<file path="src/rtl/axi_arb_defs.sv">
// rtl/axi_arb_defs.sv - shared state encoding and index-width helper for the bus arbiter
package axi_arb_defs;

  typedef enum logic {
    IDLE = 1'b0,
    OWN  = 1'b1
  } arb_state_e;

  // Bits needed to index n items, never less than one.
  function automatic int log2(input int n);
    for (int r = 1; r < 31; r++) begin
      if ((1 << r) >= n) return r;
    end
    return 31;
  endfunction

endpackage

</file>
<file path="src/rtl/priencr.sv">
// rtl/priencr.sv - priority encoder, highest set index wins; input padded to a power of two
module priencr
  import axi_arb_defs::*;
#(
  parameter int WIDTH = 4,
  parameter int IDXW  = log2(WIDTH)
) (
  input  logic [WIDTH-1:0] req_i,
  output logic [IDXW-1:0]  idx_o,
  output logic             any_o
);

  localparam int PW = 1 << IDXW;

  logic [PW-1:0] padded;

  assign padded = PW'(req_i);
  assign any_o  = |padded;

  always_comb begin
    idx_o = '0;
    for (int i = 0; i < PW; i++) begin
      if (padded[i]) idx_o = i[IDXW-1:0];
    end
  end

endmodule

</file>
<file path="src/rtl/rr_pick.sv">
// rtl/rr_pick.sv - round-robin winner selection: masked encoder first, raw encoder as wrap fallback
module rr_pick
  import axi_arb_defs::*;
#(
  parameter int N_REQ = 4,
  parameter int IDXW  = log2(N_REQ)
) (
  input  logic [N_REQ-1:0] req_i,
  input  logic [IDXW-1:0]  last_idx_i,
  output logic [IDXW-1:0]  winner_o,
  output logic             any_o
);

  logic [N_REQ-1:0] mask;
  logic [N_REQ-1:0] masked;
  logic [IDXW-1:0]  idx_masked;
  logic [IDXW-1:0]  idx_raw;
  logic             any_masked;
  logic             any_raw;

  // Only masters below the last winner are eligible before wrapping to the top.
  for (genvar i = 0; i < N_REQ; i++) begin : g_mask
    assign mask[i] = (IDXW'(i) < last_idx_i);
  end

  assign masked = req_i & mask;

  priencr #(.WIDTH(N_REQ), .IDXW(IDXW)) u_enc_masked (
    .req_i (masked),
    .idx_o (idx_masked),
    .any_o (any_masked)
  );

  priencr #(.WIDTH(N_REQ), .IDXW(IDXW)) u_enc_raw (
    .req_i (req_i),
    .idx_o (idx_raw),
    .any_o (any_raw)
  );

  assign winner_o = any_masked ? idx_masked : idx_raw;
  assign any_o    = any_raw;

endmodule

</file>
<file path="src/rtl/rr_bus_arbiter.sv">
// rtl/rr_bus_arbiter.sv - round-robin AXI-Lite slave-port arbiter with held grant and watchdog reclaim
module rr_bus_arbiter
  import axi_arb_defs::*;
#(
  parameter int N_REQ   = 4,
  parameter int IDXW    = log2(N_REQ),
  parameter int TIMEOUT = 256,
  parameter int CNTW    = 16
) (
  input  logic             CLK,
  input  logic             RST,
  input  logic [N_REQ-1:0] req,
  input  logic             release_pulse,
  output logic [N_REQ-1:0] grant,
  output logic [IDXW-1:0]  grant_idx,
  output logic             grant_valid,
  output logic             timeout
);

  localparam logic [CNTW-1:0]  WD_LAST = CNTW'((TIMEOUT == 0) ? 0 : TIMEOUT - 1);
  localparam logic [N_REQ-1:0] ONE     = {{(N_REQ-1){1'b0}}, 1'b1};

  arb_state_e       state_q, state_d;
  logic [N_REQ-1:0] grant_q, grant_d;
  logic [IDXW-1:0]  idx_q, idx_d;
  logic [IDXW-1:0]  last_q, last_d;
  logic [CNTW-1:0]  wdog_q, wdog_d;
  logic             timeout_q, timeout_d;

  logic [N_REQ-1:0] pick_req;
  logic [IDXW-1:0]  winner;
  logic             pick_any;
  logic             wdog_hit;
  logic             owner_done;

  // The current owner is excluded, so a releasing master only wins again after an idle cycle.
  assign pick_req   = req & ~grant_q;
  assign wdog_hit   = (TIMEOUT != 0) && (state_q == OWN) && (wdog_q == WD_LAST);
  assign owner_done = release_pulse || ~|(req & grant_q);

  rr_pick #(.N_REQ(N_REQ), .IDXW(IDXW)) u_pick (
    .req_i      (pick_req),
    .last_idx_i (last_q),
    .winner_o   (winner),
    .any_o      (pick_any)
  );

  always_ff @(posedge CLK or negedge RST) begin
    if (!RST) begin
      state_q   <= IDLE;
      grant_q   <= '0;
      idx_q     <= '0;
      last_q    <= '0;
      wdog_q    <= '0;
      timeout_q <= 1'b0;
    end else begin
      state_q   <= state_d;
      grant_q   <= grant_d;
      idx_q     <= idx_d;
      last_q    <= last_d;
      wdog_q    <= wdog_d;
      timeout_q <= timeout_d;
    end
  end

  always_comb begin
    state_d   = state_q;
    grant_d   = grant_q;
    idx_d     = idx_q;
    last_d    = last_q;
    wdog_d    = wdog_q;
    timeout_d = 1'b0;
    case (state_q)
      IDLE: begin
        if (pick_any) begin
          state_d = OWN;
          grant_d = ONE << winner;
          idx_d   = winner;
          last_d  = winner;
          wdog_d  = '0;
        end
      end
      OWN: begin
        if (wdog_hit || owner_done) begin
          timeout_d = wdog_hit;
          wdog_d    = '0;
          if (pick_any) begin
            grant_d = ONE << winner;
            idx_d   = winner;
            last_d  = winner;
          end else begin
            state_d = IDLE;
            grant_d = '0;
            idx_d   = '0;
          end
        end else if (wdog_q != {CNTW{1'b1}}) begin
          wdog_d = wdog_q + 1'b1;
        end
      end
      default: begin
        state_d = IDLE;
        grant_d = '0;
        idx_d   = '0;
      end
    endcase
  end

  always_comb begin
    grant       = grant_q;
    grant_idx   = idx_q;
    grant_valid = (state_q == OWN);
    timeout     = timeout_q;
  end

  a_grant_onehot: assert property (@(posedge CLK) disable iff (!RST) $onehot0(grant_q));
  a_idx_encodes:  assert property (@(posedge CLK) disable iff (!RST)
                                   (state_q == OWN) |-> (grant_q == (ONE << idx_q)));
  a_valid_grant:  assert property (@(posedge CLK) disable iff (!RST)
                                   (state_q == IDLE) |-> (grant_q == '0));

endmodule

</file>
<file path="config.mk">
export PLATFORM = sky130hd
export DESIGN_NAME = rr_bus_arbiter
export DESIGN_NICKNAME = d
export VERILOG_FILES = /design/src/rtl/axi_arb_defs.sv /design/src/rtl/priencr.sv /design/src/rtl/rr_pick.sv /design/src/rtl/rr_bus_arbiter.sv
export SDC_FILE = /design/constraint.sdc
export NUM_CORES = 1
export LEC_CHECK = 0
export CORE_ASPECT_RATIO = 0.75
export CORE_MARGIN = 3
export CORE_UTILIZATION = 50
export CTS_CLUSTER_DIAMETER = 80
export DETAILED_ROUTE_END_ITERATION = 12
export PLACE_DENSITY_LB_ADDON = 0.1
export SETUP_SLACK_MARGIN = 0.2
export SLEW_MARGIN = 15
export SYNTH_ARGS = -nofsm -noshare
export SYNTH_HDL_FRONTEND = slang
export SYNTH_SLANG_ARGS = --single-unit
</file>
<file path="constraint.sdc">
create_clock -name CLK -period 4.5 [get_ports CLK]
set_input_delay 0.675 -clock CLK [delete_from_list [all_inputs] [get_ports CLK]]
set_output_delay 0.675 -clock CLK [all_outputs]
set_load 0.02 [all_outputs]
</file>
==> run metrics <==
Synth top area share 42.0%; area grow syn2layout 12.3%; Max-cap violations 0; largest area contributor in the netlist dfrtp_1; Final Hold Fails 0; Area contributors post-synth dfrtp_1, nand3_1, nor2_1; initial antenna violation count 0; drt wl/cell 17.6 um; Fin Clk Skew ~0.0056 ns; Synth Cell Area between 0.0015 and 0.002 mm^2; Area after DPL ~0.0017 mm^2; Worst Tran Pin Value 0.785 ns; die width approximately 70 um; H-tree Lvls 1; global-route wire length before repair 6.12 mm; # diodes 0; Crit. End Element flop; FMAX slightly below 400 MHz; final instance area around 0.0017 mm^2; share of cells above drive strength 1 around 8.6%; Routed WL 3.72 mm; Hold Buf Count CTS 0; Setup TNS Final 0 ns; DR pass1 iterations 4; GRT Resource Usage Total approximately a fifth; maximum vdd drop approximately 0.34 mV; core area 0.00278 mm^2; leak pwr between 0.7 and 0.8 nW; status finished clean; Req. time, crit path 4.67 ns; port bufs 14; post-route ant nets 0; DR iter-0 viols 225; Post CTS Setup Buffer Count 0; routed vias 1,391; Critical Path AT about 2.7 ns; final worst path period need about 2.6 ns; CP Class input pin to flop; DRC Markers 0; Power, Total 803 uW; HPWL Detailed about 2.8 mm; Synth async-reset ratio 100%; vias per cell approximately 6.6; Initial Util 55.7%; Max Root-Sink Buffers 2; Hold Path Class input pin to asynchronous set/reset pin; routability cong. around 0.9; die height approximately 54 um; Yosys reg bits 26; # resized after CTS 0; most common cell in the netlist dfrtp_1; Slew Limit Headroom 47.7%; # placed instances between 200 and 250; io pins 15; Skew-Pair Late Insertion Delay 0.28 ns; post-synthesis sequential area ratio a little over two fifths; RSZ-0062 raised after global routing false; Power Dens Cells between 400 and 500 mW/mm^2; largest net degree at the start of global routing 27; crit start category input pin; TritonCTS clock tree yes; Worst Path Max Fanout 18; fin nets around 180; final cell count without fillers 211; top_reg_cell synth dfrtp_1; Sink Count 26; Cell variety after synth 43; Reg clk slew, reported paths roughly 0.090 ns; gr ovfl total 0; root buf cell clkbuf_8; Die ar. around 0.0038 mm^2; CTS Buf Count 3; Yosys Warn Count 0; Synthesized Nets 171; Gate Count Post-Synth around 160; Slew Viols, Final 0; Post-synth EDFFs 0; standard-cell rows 16; most frequent cells after synthesis dfrtp_1, nor2_1, nand3_1, nand2_1, nor3_1; Final Setup Violations 0; vias in the first global route roughly 1,200; fin crit share between 50% and 60%; Syn Area/Cell 9.50 um^2
[worst max-delay path, stage by stage]
cell             delay (ns)
clkdlybuf4s50_1        0.51
a22oi_2                0.09
a211o_4                0.38
a21oi_2                0.59
nor2_1                 0.20
a22o_1                 0.27
[final timing paths]
kind	startpoint	to	slack [ns]	cells past startpoint
max	req[2]	grant[3]$_DFFE_PN0P_	1.95	6
min	RST	wdog_q[9]$_DFFE_PN0P_	0.38	1
max reg2reg	wdog_q[0]$_DFFE_PN0P_	grant[0]$_DFFE_PN0P_	2.27	6
min reg2reg	grant_idx[0]$_DFFE_PN0P_	grant_idx[0]$_DFFE_PN0P_	0.50	1
max in group asynchronous	RST	grant[1]$_DFFE_PN0P_	3.74	1
min in group CLK	grant_idx[0]$_DFFE_PN0P_	grant_idx[0]$_DFFE_PN0P_	0.50	1
[registers in the layout, summed over array words and instances, names as in the netlist]
register,cells
grant_valid,1
grant,4
grant_idx,2
timeout,1
wdog_q,16
last_q,2
[cells by family after synthesis]
kind of cell             share of synthesized area (%)
AO/OA/AOI/OAI                                     23.0
AND/OR/NAND/NOR                                   29.8
adder cells (fa/ha/maj)                          0.808
buffers and inverters                             4.36
flip-flops                                        42.0
[through the flow]
stage | setup WS [ns] | hold slack, ns | util (%)
after floorplan | 2.42 | 0.379 | -
after global placement | 1.74 | 0.464 | 60.7
after detailed placement | 1.71 | 0.487 | 60.7
after CTS | 1.99 | 0.511 | 62.7
after global routing | 1.87 | 0.421 | 62.5
final | 1.95 | 0.379 | 62.5
[power breakdown]
group | internal, mW | total [mW] | leakage, nW | switching [mW]
combinational | 0.147 | 0.326 | 0.414 | 0.179
clock | 0.0784 | 0.154 | 0.0288 | 0.0756
sequential | 0.274 | 0.323 | 0.347 | 0.0494
total | 0.499 | 0.803 | 0.789 | 0.304
[final cells by class]
class                   instances  area [um^2]
clock buffers                   4         55.1
fillers                       236         1040
inverters                       6         22.5
multi-input cells             125          831
flip-flops and latches         26          651
well taps                      36         45.0
repair buffers                 14          135
[cells in the final DEF (no fill, tap or decap), types with 3 or more instances in the layout]
cell             Yosys  layout
nor2_1              13      13
a221o_1              3       3
clkbuf_8             0       4
nand4_1              5       5
and4_1               3       3
and2_1               5       5
o211ai_1             3       3
nand2_1              9       9
nand3_1             10      10
a22o_1               4       4
and3_1               4       4
o21ai_0              3       3
o21ai_1              5       5
dfrtp_1             26      26
nor3_1               8       8
clkdlybuf4s50_1      0      13
a21o_1               6       6
and2b_1              4       4
o22ai_1              3       3
nor4_1               4       4
a211o_1              4       4
inv_1                6       6
[routing by layer]
metal  wire length [um]  global-route usage [%]  part of all wire, %
met5                  0                       0                    0
met4                 19                    3.82                 0.51
met3                344                    3.92                  9.3
met2               1600                    29.8                   43
met1               1760                    32.6                   47
No activity file was read; power rests on OpenSTA's default activity.
==> variant: new RTL, same flow settings <==
Change the parameter `CNTW` from 16 to 32.
--- a/src/rtl/rr_bus_arbiter.sv
+++ b/src/rtl/rr_bus_arbiter.sv
@@ -5,7 +5,7 @@
   parameter int N_REQ   = 4,
   parameter int IDXW    = log2(N_REQ),
   parameter int TIMEOUT = 256,
-  parameter int CNTW    = 16
+  parameter int CNTW    = 32
 ) (
   input  logic             CLK,
   input  logic             RST,
Formal check against the unedited RTL: same outputs for any inputs over 10 cycles, from zero or initial values and one cycle with RST low; that may be too few to reach the edited logic, so the function may still have changed.
==> variant against the unedited design <==
  * Worst setup slack worse by 140 ps
  * Combinational power is 12% higher
  * Area after synthesis is 75% higher
  * Critical path depth is 1 higher
  * Non-clock buffer count is 2 higher
  * Core utilization is 4.9 points lower
  * Design area is 68% higher
  * Sequential cell count is 16 higher
  * Power is 37% higher
  * Sequential share of layout area is 1.4 points lower
  * Register-to-register slack worse by 360 ps
  * Wire length is 74% higher
  * Largest cell class unchanged
==> variant: results <==
metrics = {
    "run_status": {
        "outcome": "completed",
    },
    "grt": {
        "grt_use_met1": 0.3322,
        "grt_usage": 0.2192,
        "use_met2": 0.3222,
        "grt_first_pass_wirelength_um": 11360,
        "grt_max_degree": 43,
    },
    "power_and_ir_drop": {
        "leakage_nw": 1.201,
        "powerComb_uw": 364,
        "p_sw_uw": 399.3,
    },
    "cells_and_area": {
        "largest_reg_flops": 32,
        "layout-drive-gt1-share": 0.1224,
    },
    "detailed_routing": {
        "wl_per_cell_um": 17.65,
        "met2_length_um": 2794,
        "wl_met1_um": 3201,
        "viasPerCell": 6.724,
        "dr.pass1.iters": 5,
        "drtIter0Drc": 181,
        "wl_met3_um": 372,
    },
    "setup_path": {
        "r2r_cells": 7,
        "crit_path_end": "wdog_q[23]$_DFFE_PN0P_",
        "critPathMaxFanout": 26,
        "max_stage_delay_ps": 570,
        "crit_slowest_cell": "a31oi_4",
    },
    "logic_synthesis": {
        "postSynthCellCount": 292,
        "synth.area.top_cells": "dfrtp_1 (39%), a31oi_1 (4.2%), nand2_1 (3.3%), a21oi_1 (3.0%), nand3_1 (2.8%)",
        "ys_seq_area_frac": 0.3875,
        "synth_compound_area_frac": 0.2874,
        "synth_cell_types": 59,
        "syn-num-nets": 300,
        "synth_fa_ha_area_frac": 0.004613,
        "synthTopCellsByCount": "dfrtp_1 (42), nand2_1 (24), a31oi_1 (18)",
    },
    "sta": {
        "setup_slack_ps": 1808,
        "finalHoldWorstSlack_ps": 497.2,
        "fin_skew_ps": 6.548,
        "worst_pin_slew_ps": 998.8,
    },
    "place": {
        "dp_hpwl_um": 4396,
        "gp_congestion": 0.8822,
        "dp_slack_ps": 1488,
    },
    "clock_network": {
        "clock_latency_ps": 300,
        "tritoncts.num_buffers": 5,
    },
}
variant: cell count changes in the layout (fill, tap and decap cells not counted), moves of 5 or more:
cell,unedited run,this run
a31oi_1,2,18
dfrtp_1,26,42
nand2_1,9,24
a21oi_1,2,16
o21ai_0,3,13
a41oi_1,0,8
a31o_2,0,6
nand3_1,10,15
o21ai_1,5,0
variant: cell type report:
| cell class | count | area (sq um) |
|---|---|---|
| fillers | 459 | 2148 |
| inverters | 9 | 33.78 |
| clock buffers | 6 | 82.58 |
| well taps | 72 | 90.09 |
| multi-input cells | 219 | 1496 |
| repair buffers | 16 | 150.1 |
| clock inverters | 2 | 12.51 |
| flip-flops and latches | 42 | 1051 |
variant: through the flow:
| stage | total power [mW] | cell area, sq um |
|---|---|---|
| 5_1_grt | 1.175 | 2917 |
| 3_3_place_gp | 0.8429 | 2821 |
| 4_1_cts | 1.107 | 2917 |
| 3_5_place_dp | 0.8461 | 2821 |
| 6_report | 1.102 | 2917 |
| 2_1_floorplan | 0.7315 | 2713 |
